[config.mk]
export PLATFORM = sky130hd
export DESIGN_NAME = nn_layer_sequencer_flat
export DESIGN_NICKNAME = d
export VERILOG_FILES = /design/src/rtl/nn_layer_sequencer_if.sv /design/src/rtl/nn_layer_sequencer.sv /design/src/flat_wrapper.sv
export SDC_FILE = /design/constraint.sdc
export NUM_CORES = 1
export LEC_CHECK = 0
export ABC_AREA = 0
export CORE_ASPECT_RATIO = 1.75
export CORE_UTILIZATION = 30
export DETAILED_ROUTE_END_ITERATION = 6
export REMOVE_ABC_BUFFERS = 1
export SYNTH_ARGS = -nofsm -noshare
export SYNTH_HDL_FRONTEND = slang
export SYNTH_SLANG_ARGS = --single-unit
[constraint.sdc]
create_clock -name clk -period 4.8 [get_ports clk]
set_input_delay 0.96 -clock clk [delete_from_list [all_inputs] [get_ports clk]]
set_output_delay 0.96 -clock clk [all_outputs]
set_load 0.005 [all_outputs]
[src/rtl/nn_layer_sequencer_if.sv]
// Control, address and enable bundle between the layer sequencer and its RAMs/datapath.
// master = sequencer side, slave = top-level control plus memories/accumulators.
interface nn_layer_sequencer_if #(
    parameter int unsigned AW = 10
);
    logic          start;
    logic [AW-1:0] num_inputs;
    logic [4:0]    num_neurons;
    logic [AW-1:0] weight_base;
    logic [AW-1:0] input_base;
    logic [AW-1:0] output_base;
    logic [15:0]   acc_q;
    logic [15:0]   sig_q;
    logic [AW-1:0] w_addr;
    logic [AW-1:0] io_addr;
    logic          io_wren;
    logic [15:0]   io_data;
    logic [15:0]   sig_addr;
    logic [4:0]    acc_sel;
    logic          mac_clear;
    logic          mac_en;
    logic          bias_en;
    logic          busy;
    logic          done;

    modport master (
        input  start, num_inputs, num_neurons, weight_base, input_base, output_base,
        input  acc_q, sig_q,
        output w_addr, io_addr, io_wren, io_data, sig_addr, acc_sel,
        output mac_clear, mac_en, bias_en, busy, done
    );

    modport slave (
        output start, num_inputs, num_neurons, weight_base, input_base, output_base,
        output acc_q, sig_q,
        input  w_addr, io_addr, io_wren, io_data, sig_addr, acc_sel,
        input  mac_clear, mac_en, bias_en, busy, done
    );
endinterface

[src/rtl/nn_layer_sequencer.sv]
// Sequences one fully connected layer: MAC over N inputs, bias add, then sigmoid
// lookup and write-back of M neuron outputs through the shared IO RAM port.
module nn_layer_sequencer #(
    parameter int unsigned LANES  = 20,
    parameter int unsigned RD_LAT = 2,
    parameter int unsigned AW     = 10
) (
    input  logic                 clk,
    input  logic                 reset,
    nn_layer_sequencer_if.master bus
);

    localparam logic [AW-1:0]     AOne      = AW'(1);
    localparam logic [AW-1:0]     DrainLast = AW'(RD_LAT - 1);
    localparam logic [AW-1:0]     SdrLast   = AW'(RD_LAT);
    localparam logic [4:0]        MaxLanes  = 5'(LANES);
    localparam logic [RD_LAT-1:0] ShIn      = RD_LAT'(1);

    typedef enum logic [2:0] {
        StIdle, StMac, StBias, StDrain, StSig, StSdrain, StDone
    } state_e;

    state_e            state_q;
    logic [AW-1:0]     n_q, wb_q, ib_q, ob_q, cnt_q;
    logic [4:0]        m_q, wr_cnt_q;
    logic [RD_LAT-1:0] mac_sh_q, bias_sh_q, sig_sh_q;

    logic [AW-1:0]     w_addr_q, io_addr_q;
    logic              io_wren_q;
    logic [15:0]       io_data_q, sig_addr_q;
    logic [4:0]        acc_sel_q;
    logic              mac_clear_q, busy_q, done_q;

    logic [4:0]        m_clamped;
    logic [AW-1:0]     cnt_inc;

    always_comb begin
        m_clamped = (bus.num_neurons > MaxLanes) ? MaxLanes : bus.num_neurons;
        cnt_inc   = cnt_q + AOne;
    end

    always_ff @(posedge clk) begin
        if (reset) begin
            state_q     <= StIdle;
            n_q         <= '0;
            wb_q        <= '0;
            ib_q        <= '0;
            ob_q        <= '0;
            cnt_q       <= '0;
            m_q         <= '0;
            wr_cnt_q    <= '0;
            mac_sh_q    <= '0;
            bias_sh_q   <= '0;
            sig_sh_q    <= '0;
            w_addr_q    <= '0;
            io_addr_q   <= '0;
            io_wren_q   <= 1'b0;
            io_data_q   <= '0;
            sig_addr_q  <= '0;
            acc_sel_q   <= '0;
            mac_clear_q <= 1'b0;
            busy_q      <= 1'b0;
            done_q      <= 1'b0;
        end else begin
            // Issue bits ride a delay line matched to the RAM/ROM read latency.
            mac_sh_q  <= (mac_sh_q << 1) | ((state_q == StMac) ? ShIn : '0);
            bias_sh_q <= (bias_sh_q << 1) | ((state_q == StBias) ? ShIn : '0);
            sig_sh_q  <= (sig_sh_q << 1) | ((state_q == StSig) ? ShIn : '0);

            done_q      <= 1'b0;
            mac_clear_q <= 1'b0;

            if (state_q == StSig) begin
                sig_addr_q <= {~bus.acc_q[15], bus.acc_q[14:0]};
            end

            // Writes complete in issue order, so a running count gives the output slot.
            io_wren_q <= sig_sh_q[RD_LAT-1];
            if (sig_sh_q[RD_LAT-1]) begin
                io_addr_q <= ob_q + AW'(wr_cnt_q);
                io_data_q <= bus.sig_q;
                wr_cnt_q  <= wr_cnt_q + 5'd1;
            end

            case (state_q)
                StIdle: begin
                    if (bus.start) begin
                        n_q         <= bus.num_inputs;
                        m_q         <= m_clamped;
                        wb_q        <= bus.weight_base;
                        ib_q        <= bus.input_base;
                        ob_q        <= bus.output_base;
                        cnt_q       <= '0;
                        wr_cnt_q    <= '0;
                        busy_q      <= 1'b1;
                        mac_clear_q <= 1'b1;
                        w_addr_q    <= bus.weight_base;
                        if (bus.num_inputs == '0) begin
                            state_q <= StBias;
                        end else begin
                            state_q   <= StMac;
                            io_addr_q <= bus.input_base;
                        end
                    end
                end
                StMac: begin
                    if (cnt_q == n_q - AOne) begin
                        state_q  <= StBias;
                        w_addr_q <= wb_q + n_q;
                        cnt_q    <= '0;
                    end else begin
                        cnt_q     <= cnt_inc;
                        w_addr_q  <= wb_q + cnt_inc;
                        io_addr_q <= ib_q + cnt_inc;
                    end
                end
                StBias: begin
                    state_q <= StDrain;
                    cnt_q   <= '0;
                end
                StDrain: begin
                    if (cnt_q == DrainLast) begin
                        cnt_q <= '0;
                        if (m_q == '0) begin
                            state_q <= StDone;
                            done_q  <= 1'b1;
                        end else begin
                            state_q   <= StSig;
                            acc_sel_q <= '0;
                        end
                    end else begin
                        cnt_q <= cnt_inc;
                    end
                end
                StSig: begin
                    if (acc_sel_q == m_q - 5'd1) begin
                        state_q <= StSdrain;
                        cnt_q   <= '0;
                    end else begin
                        acc_sel_q <= acc_sel_q + 5'd1;
                    end
                end
                StSdrain: begin
                    if (cnt_q == SdrLast) begin
                        state_q <= StDone;
                        done_q  <= 1'b1;
                    end else begin
                        cnt_q <= cnt_inc;
                    end
                end
                StDone: begin
                    state_q <= StIdle;
                    busy_q  <= 1'b0;
                end
                default: state_q <= StIdle;
            endcase
        end
    end

    assign bus.w_addr    = w_addr_q;
    assign bus.io_addr   = io_addr_q;
    assign bus.io_wren   = io_wren_q;
    assign bus.io_data   = io_data_q;
    assign bus.sig_addr  = sig_addr_q;
    assign bus.acc_sel   = acc_sel_q;
    assign bus.mac_clear = mac_clear_q;
    assign bus.mac_en    = mac_sh_q[RD_LAT-1];
    assign bus.bias_en   = bias_sh_q[RD_LAT-1];
    assign bus.busy      = busy_q;
    assign bus.done      = done_q;

endmodule

[src/flat_wrapper.sv]
// flat-port wrapper written by rule: the top's interface ports become plain ports
module nn_layer_sequencer_flat 
#(
    parameter int unsigned LANES  = 20,
    parameter int unsigned RD_LAT = 2,
    parameter int unsigned AW     = 10
)
  (clk, reset, bus_start, bus_num_inputs, bus_num_neurons, bus_weight_base, bus_input_base, bus_output_base, bus_acc_q, bus_sig_q, bus_w_addr, bus_io_addr, bus_io_wren, bus_io_data, bus_sig_addr, bus_acc_sel, bus_mac_clear, bus_mac_en, bus_bias_en, bus_busy, bus_done);
  nn_layer_sequencer_if #(.AW(AW)) bus_i ();
  input  logic clk;
  input  logic reset;
  input wire logic [$bits(bus_i.start)-1:0] bus_start;
  input wire logic [$bits(bus_i.num_inputs)-1:0] bus_num_inputs;
  input wire logic [$bits(bus_i.num_neurons)-1:0] bus_num_neurons;
  input wire logic [$bits(bus_i.weight_base)-1:0] bus_weight_base;
  input wire logic [$bits(bus_i.input_base)-1:0] bus_input_base;
  input wire logic [$bits(bus_i.output_base)-1:0] bus_output_base;
  input wire logic [$bits(bus_i.acc_q)-1:0] bus_acc_q;
  input wire logic [$bits(bus_i.sig_q)-1:0] bus_sig_q;
  output wire logic [$bits(bus_i.w_addr)-1:0] bus_w_addr;
  output wire logic [$bits(bus_i.io_addr)-1:0] bus_io_addr;
  output wire logic [$bits(bus_i.io_wren)-1:0] bus_io_wren;
  output wire logic [$bits(bus_i.io_data)-1:0] bus_io_data;
  output wire logic [$bits(bus_i.sig_addr)-1:0] bus_sig_addr;
  output wire logic [$bits(bus_i.acc_sel)-1:0] bus_acc_sel;
  output wire logic [$bits(bus_i.mac_clear)-1:0] bus_mac_clear;
  output wire logic [$bits(bus_i.mac_en)-1:0] bus_mac_en;
  output wire logic [$bits(bus_i.bias_en)-1:0] bus_bias_en;
  output wire logic [$bits(bus_i.busy)-1:0] bus_busy;
  output wire logic [$bits(bus_i.done)-1:0] bus_done;
  assign bus_i.start = bus_start;
  assign bus_i.num_inputs = bus_num_inputs;
  assign bus_i.num_neurons = bus_num_neurons;
  assign bus_i.weight_base = bus_weight_base;
  assign bus_i.input_base = bus_input_base;
  assign bus_i.output_base = bus_output_base;
  assign bus_i.acc_q = bus_acc_q;
  assign bus_i.sig_q = bus_sig_q;
  assign bus_w_addr = bus_i.w_addr;
  assign bus_io_addr = bus_i.io_addr;
  assign bus_io_wren = bus_i.io_wren;
  assign bus_io_data = bus_i.io_data;
  assign bus_sig_addr = bus_i.sig_addr;
  assign bus_acc_sel = bus_i.acc_sel;
  assign bus_mac_clear = bus_i.mac_clear;
  assign bus_mac_en = bus_i.mac_en;
  assign bus_bias_en = bus_i.bias_en;
  assign bus_busy = bus_i.busy;
  assign bus_done = bus_i.done;
  nn_layer_sequencer #(.LANES(LANES), .RD_LAT(RD_LAT), .AW(AW)) u_core (.clk(clk), .reset(reset), .bus(bus_i));
endmodule
* Yosys cells after proc, flatten, opt, wreduce, memory -nomap -nowiden
Cells that the tools add are included.
Widths: inputs -> output; s select.
** Storage, ports and cells
- Word-level logic and storage cells :: 107
- Input port bits :: 80
- Output and inout bits :: 63
- Register bits after elaboration :: 130
** Operators by class
- Add/subtract/negate cells :: 9
- Reduce and logical (&&, ||, !) cells :: 14
- $lt $le $gt $ge :: 1
- Multiplexer cells :: 40
- Bitwise logic cells :: 5
- Eq/ne operators :: 18
** Operators by type and width (number)
- $mux 10 :: 11
- $pmux 10 s6 :: 1
- $pmux 10 s2 :: 2
- $mux 5 :: 7
- $add 10x10->10 :: 3
- $pmux 3 s6 :: 1
- $mux 3 :: 5
- $ne 2x2->1 const B :: 6
- $add 10x1->10 const B :: 1
- $add 10x5->10 :: 1
- $add 5x1->5 const B :: 2
- $eq 10x1->1 const B :: 1
- $eq 10x10->1 :: 1
- $eq 10x2->1 const B :: 1
- $logic_not 10->1 :: 1
- $pmux 5 s2 :: 1
- $sub 10x1->10 const B :: 1
- $eq 3x3->1 const B :: 3
- $mux 1 :: 8
- $reduce_and 4->1 :: 2
- $eq 3x2->1 const B :: 2
- $or 2x2->2 :: 3
- $reduce_and 2->1 :: 3
- $reduce_bool 2->1 :: 3
- other kinds (13) :: 17

* Longest topological paths before layout
- Depth after elaboration :: 5
- Mapped depth :: 19
- Mapped depth without buffers :: 18

* Worst setup path after synthesis
No wires, ideal clock.
- Path type :: reg2reg
- Start point :: register u_core.n_q[0]
- End point :: register u_core.w_addr_q[8] (netlist: u_core.bus.w_addr[8])
- Path buffers :: 1
- Path slack :: 0.748 ns
- Library setup time :: 0.092 ns
- Cell stages (with the launch flop) :: 20
- Required time :: 4.708 ns
- Data arrival time :: 3.960 ns
- Cells stage by stage :: dfxtp_1 > inv_1 > ha_1 > or3b_1 > or4_1 > a2111oi_4 > o2111ai_4 > clkbuf_1 > nand2_1 > o21a_1 > inv_1 > fa_1 > nor2b_1 > o21ai_0 > a21oi_1 > o21ai_0 > a21oi_1 > o21ai_0 > nor4b_1 > nor4_1
** Between the ends
- Word-level cells in the longest chain between the ends :: 4
- Elaborated cells on any way between the ends :: 5
- Classes of those cells :: 2 x add/sub; 1 x eq/ne; 2 x mux
** Ends and longest elaborated chain
- start: declaration :: RTL line nn_layer_sequencer.sv:24 : logic [AW-1:0] n_q, wb_q, ib_q, ob_q, cnt_q;
- start signal: assignment :: RTL line nn_layer_sequencer.sv:88 : n_q <= bus.num_inputs;
- $sub 10x1->10 :: RTL line nn_layer_sequencer.sv:107 : if (cnt_q == n_q - AOne) begin
- $eq 10x10->1 :: RTL line nn_layer_sequencer.sv:107
- $mux 10 * :: RTL line nn_layer_sequencer.sv:107
- $pmux 10 s2 * :: RTL line nn_layer_sequencer.sv:85 : case (state_q)
- end signal: assignment :: RTL line nn_layer_sequencer.sv:97 : w_addr_q <= bus.weight_base;
- end signal: assignment :: RTL line nn_layer_sequencer.sv:109 : w_addr_q <= wb_q + n_q;
- end signal: assignment :: RTL line nn_layer_sequencer.sv:113 : w_addr_q <= wb_q + cnt_inc;
- end: declaration :: RTL line nn_layer_sequencer.sv:28 : logic [AW-1:0] w_addr_q, io_addr_q;
Every way passes the cells marked *; elsewhere a longest branch is shown, timed or not.
A chain may end at the register's enable or synchronous reset.

* Final worst setup path
Same ends and word-level chain as after synthesis.

==> flow_summary.yaml <==
outcome:
  status: "complete, no violations"
pwr:
  pwr_density_cell_mw_per_mm2: 330
  ir_worst_vdd_v: 0.000241
  leakage_nw: 3.24
die:
  die_w_um: 115
  rows: 71
  core_sq_mm: 0.0217
  initial_utilization: 0.308
  chipHeight_um: 199
  pin_count: 143
  dieArea_sq_mm: 0.0229
finish:
  final_common_cell: "nand2_1"
  multi_input_area_sq_mm: 0.00380
  fill_cells: 2261
  layout.nets: 1064
  drive_above_1_share: 0.0550
  layout_common_cells: "158 x nand2_1, 141 x clkdlybuf4s50_1, 129 x dfxtp_1, 93 x a21oi_1, 71 x nor2_1"
  final_util: 0.410
  seqCellArea_sq_mm: 0.00260
  fin_cells: 1257
  area_growth_syn_to_layout_pct: 33.4
cts:
  cts_tree: "yes"
  htreeDepth: 4
  numCtsBuffers: 17
  post_cts_resized: 0
  worstSkewPairLatency_ns: 0.43
  cts_setup_buffers: 0
  clock_tree.buffer_depth: 2
  clock-sinks: 130
  clk_pin_slew_ns: 0.06
  cts-root-buf: "clkbuf_16"
  holdBufCountCts: 0
placement:
  port_buffers: 142
  placed_cells: 1224
  gp_congestion: 0.855
  hpwl_mm: 13.9
global_route:
  grt_pass1_vias: 5863
  grt_max_degree: 83
  grt_util_all_layers: 0.168
  overflow: 0
  grt_pass1_wl_mm: 29.7
  antenna_found_initial: 0
synthesis:
  netlist-cell-type-count: 66
  synth_compound_area_frac: 0.191
  syn_inst: 828
  synthArstFlopShare: 0
  yosys_warnings: 0
  synth_area_sq_mm: 0.00667
  synth_edf_count: 0
  synthSimpleGateAreaFrac: 0.207
  synth.avg_cell_area_sq_um: 8.06
  synth_top_family_by_area: "simple AND/OR/NAND/NOR gates"
  synth_flop_cell: "dfxtp_1"
  seq_area_frac_synth: 0.390
  synthAdderAreaFrac: 0.0653
  ys_ff_latch: 130
  synth_mux_area_frac: 0.0396
  synth-xor-area-share: 0.0643
timing:
  finalHoldViolations: 0
  rsz0062_at_grt: "false"
  setup_viol: 0
  skew_ns: 0.00775
  timing.setup.tns_ns: 0
  max_freq_mhz: 222
  worstMarginPinSlew_ns: 1.00
  slew_headroom: 0.334
  maxSlewViolCount: 0
  layout_min_cycle_time_ns: 4.50
  period_share: 0.938
route:
  drt_iter0_markers: 268
  drc_errors: 0
  dr.pass1.iters: 4
  wl_met2_mm: 10.6
  routed_via_density: 4.84
  dr_total_vias: 6083
  topRoutingLayerUsed: "met4"
  wire_per_inst_um: 15.1
  finalWirelength_mm: 18.9
  wl_met1_mm: 7.56
  wl_met3_um: 432
  ant_nets: 0
worst_hold_path:
  whs_endpoint: "u_core.sig_sh_q[1]"
  hp-class: "reg2reg"
  min_from: "u_core.sig_sh_q[0]"
  whs_path_depth: 1
critical_path:
  endpoint_kind: "flip-flop"
  required_ns: 5.07
  reg2reg_slack_ns: 0.30
  reg2regPathDepth: 16
  regToRegStartpoint: "u_core.n_q[0]"
  crit_family: "compound AO/OA/AOI/OAI gates"
  crit_slowest_cell: "or4_1"
  r2r_end: "u_core.bus.w_addr[8]"
  cp_num_buf_inv: 1
  slowest_delay_ns: 0.50
  cp_max_fo: 16
  path_cells: "inv_1, ha_1, or3b_1, or4_1, a2111oi_4, o2111ai_4, mux2_2, ha_1, nor2b_1, o21ai_0, a21oi_1, o21ai_0, a21oi_1, o21ai_0, nor4b_1, nor4_1"
  arrival_ns: 4.77
  worst-setup-path-type: "reg2reg"
  cpMostUsedCell: "o21ai_0"
  critPathLaunchType: "flip-flop"
flow_run:
  max_cap_viol_count: 0
## worst reg2reg max path, stage by stage, from the launching register on
cell and delay (ns):
dfxtp_1 0.34, inv_1 0.07, ha_1 0.17, or3b_1 0.42
or4_1 0.50, a2111oi_4 0.43, o2111ai_4 0.34, mux2_2 0.37
ha_1 0.31, nor2b_1 0.14, o21ai_0 0.21, a21oi_1 0.12
o21ai_0 0.24, a21oi_1 0.12, o21ai_0 0.21, nor4b_1 0.27
nor4_1 0.09
## registers in the layout (all words and copies together), names as in the netlist, 2 cells and up
register / count
u_core.bus.io_data: 16
u_core.bus.sig_addr: 16
u_core.bus.io_addr: 10
u_core.bus.w_addr: 10
u_core.cnt_q: 10
u_core.ib_q: 10
u_core.n_q: 10
u_core.ob_q: 10
u_core.wb_q: 10
u_core.bus.acc_sel: 5
u_core.m_q: 5
u_core.wr_cnt_q: 5
u_core.state_q: 3
u_core.bias_sh_q: 2
u_core.mac_sh_q: 2
u_core.sig_sh_q: 2
## cells by family after synthesis
| kind of cell | count (synthesis) |
|---|---|
| mux | 26 |
| simple gates | 314 |
| buf+inv | 76 |
| flops | 130 |
| fa+ha+maj | 33 |
| compound gates | 200 |
| xor+xnor | 49 |
## cell usage after synthesis (all sizes together) (6+ instances only)
library cell / number / area, sq um
a21oi: 95 / 483
a22oi: 8 / 65.1
a211oi: 7 / 52.6
nor3: 18 / 90.1
nor2: 72 / 270
xnor2: 30 / 263
dfxtp: 130 / 2600
nor4: 6 / 37.5
nor2b: 11 / 68.8
nand3: 17 / 85.1
nand3b: 8 / 60.1
ha: 30 / 375
a211o: 7 / 62.6
a31oi: 8 / 50.1
o21ai: 32 / 160
o21a: 7 / 52.6
nand2: 158 / 593
clkbuf: 36 / 135
inv: 31 / 116
mux2i: 23 / 230
or3: 6 / 37.5
xor2: 19 / 166
buf: 7 / 26.3
## per-layer routing
layer / vias up / global-route usage
met5: - / 0
met4: 0 / 0.0693
met3: 20 / 0.0261
met2: 83 / 0.325
met1: 2875 / 0.178
li1: 3105 / -
## worst max path at each step
stage | from | to | slack, ns | depth (start not counted)
2_1_floorplan | u_core.n_q[0] | u_core.bus.w_addr[8] | 0.78 | 16
3_3_place_gp | u_core.n_q[0] | u_core.bus.w_addr[8] | 0.41 | 16
3_5_place_dp | u_core.n_q[0] | u_core.bus.w_addr[8] | 0.28 | 16
4_1_cts | u_core.n_q[0] | u_core.bus.w_addr[8] | 0.27 | 16
5_1_grt | u_core.n_q[0] | u_core.bus.w_addr[8] | 0.07 | 16
6_report | u_core.n_q[0] | u_core.bus.w_addr[8] | 0.30 | 16
## through the flow
stage                     hold slack (ns)  worst slack (ns)  total power [mW]  cell area (sq um)
after CTS                           0.439             0.271              2.97               8890
after global routing                0.450            0.0718              3.07               8890
after detailed placement            0.425             0.283              1.73               8350
after global placement              0.416             0.407              1.73               8350
final                               0.438             0.295              2.94               8900
after floorplan                     0.414             0.783              1.49               6510
## where the power goes
group | switching [mW] | internal, mW
Clock | 0.496 | 0.734
Combinational | 0.273 | 0.235
Sequential | 0.0576 | 1.14
Total | 0.827 | 2.11
## layout make-up
cell class	instances	area share
well taps	292	0.0411
inverters	33	0.0139
repair buffers	147	0.164
diodes	1	0.000281
flip-flops and latches	130	0.293
multi-input cells	622	0.427
clock inverters	10	0.00956
clock buffers	22	0.0522
(Power assumes the default switching activity.)
==> edit: new RTL, same settings <==
`RD_LAT` is set to 2 in 2 places; all go to 4.
--- a/src/rtl/nn_layer_sequencer.sv
+++ b/src/rtl/nn_layer_sequencer.sv
@@ -3,5 +3,5 @@
 module nn_layer_sequencer #(
     parameter int unsigned LANES  = 20,
-    parameter int unsigned RD_LAT = 2,
+    parameter int unsigned RD_LAT = 4,
     parameter int unsigned AW     = 10
 ) (
--- a/src/flat_wrapper.sv
+++ b/src/flat_wrapper.sv
@@ -3,5 +3,5 @@
 #(
     parameter int unsigned LANES  = 20,
-    parameter int unsigned RD_LAT = 2,
+    parameter int unsigned RD_LAT = 4,
     parameter int unsigned AW     = 10
 )
Function: changed (Yosys sat finds a counterexample within 4 cycles, from zero or initial values and one cycle with reset high).
==> edit against the unedited design <==
  * Sequential cell count increased by 6
  * Die area is 3.9% higher
  * Cell area rose by 3.3%
  * Total power grew 4.0%
  * Non-clock buffer count increased by 6
  * Routed wire length rose by 1.7%
  * Setup slack improved by 0.23 ns
  * Area after synthesis is 4.0% higher
  * Critical path type unchanged
==> edit: results (changes against the unedited design) <==
* Synth top area share at 0.392 (+0.00233)
* Placed insts at 1238 (+1.1%)
* NetSw at 0.816 mW (-1.4%)
* Antenna cells at 0 (-1)
* Distinct cells, synth at 59 (-11%)
* Slew @ Worst Pin at 0.981 ns (-0.0189 ns)
* Outcome: complete, no violations
* CP top delay family: simple AND/OR/NAND/NOR gates
* Worst hold margin at 0.432 ns (-0.00626 ns)
* Portion of netlist area occupied by mux cells at 0.0534 (+0.0138)
* Placement Setup Slack at 0.313 ns (+0.0301 ns)
* DRT iter0 DRCs at 324 (+21%)
* CP max FO at 8 (-8)
* Leakage at 3.50 nW (+8.0%)
* Sequential fraction of the synthesis area at 0.392 (+0.00233)
* Post-DP Area at 0.00858 mm² (+2.9%)
* Max Clock Skew at 0.00895 ns (+0.00120 ns)
* Synth-to-Final Area Change at 32.5%
* List of most frequent post-synthesis cells: nand2_1, dfxtp_1, a21oi_1
* Via Count at 6208 (+2.1%)
* Routed wire length at 19.2 mm (+1.7%)
* Pin count of the biggest net entering global routing at 54 (-35%)
* Mapped Cells at 838 (+1.2%)
* Dpl hpwl at 13.8 mm (-0.58%)
* Num CTS Buffers at 17 (unchanged)
* Vias in the first global route at 6055 (+3.3%)
* Total GRT Usage at 0.168 (about the same)
* Compound-Gate Fraction of Synth Area at 0.168 (-0.0230)
* Slowest stage cell, crit path: nor4_1
* Reg2reg setup slack at 0.52 ns (+0.23 ns)
* Drt pass-1 iters at 5 (+1)
* Nets at 1072 (+0.75%)
* Post-Synth Adder-Cell Area at 0.0610 (-0.00431)
* Global placement routability congestion at 0.861 (+0.67%)
* Ranking of synthesized cells by area: dfxtp_1, nand2_1, a21oi_1
* Area share of xor/xnor cells in the synthesized design at 0.0732 (+0.00889)
* Layout cells sized above 1 at 0.0719 (+0.0170)
* Max VDD drop at 0.000208 V (-14%)
-- edit: final timing paths --
kind / startpoint / endpoint / cells after the start
hold / removal: u_core.mac_sh_q[1]$_SDFF_PP0_ / u_core.mac_sh_q[2]$_SDFF_PP0_ / 1
hold reg to reg: u_core.mac_sh_q[1]$_SDFF_PP0_ / u_core.mac_sh_q[2]$_SDFF_PP0_ / 1
setup reg to reg: u_core.n_q[0]$_SDFFE_PP0P_ / u_core.bus.w_addr[9]$_SDFFE_PP0P_ / 17
setup / recovery: u_core.n_q[0]$_SDFFE_PP0P_ / u_core.bus.w_addr[9]$_SDFFE_PP0P_ / 17
-- edit: area by class of cell --
type	instances	area share
inverter	24	0.00980
clock buffer	24	0.0535
multi-input combinational	628	0.426
clock inverter	8	0.0102
tap	300	0.0408
sequential	136	0.296
timing repair buffer	153	0.163
-- edit: what timing repair did --
action                     in CTS  in global routing
gates resized for setup         0                  0
hold buffers                    0                  0
setup endpoints to repair       0                  1
setup buffers                   0                  3
-- edit: power groups by stage --
stage,sequential [mW],clock (mW),combinational [mW]
2_1_floorplan,1.26,0,0.270
3_3_place_gp,1.27,0,0.493
3_5_place_dp,1.27,0,0.495
4_1_cts,1.25,1.36,0.499
5_1_grt,1.26,1.40,0.549
6_report,1.25,1.32,0.492
-- edit: per-layer routing --
layer | routed length, µm | GRT usage | share of wire | vias to the layer above
met5 | 0 | 0 | 0 | -
met4 | 523 | 0.0728 | 0.027 | 0
met3 | 639 | 0.0345 | 0.033 | 34
met2 | 10300 | 0.306 | 0.54 | 121
met1 | 7750 | 0.184 | 0.40 | 2899
li1 | - | - | - | 3154
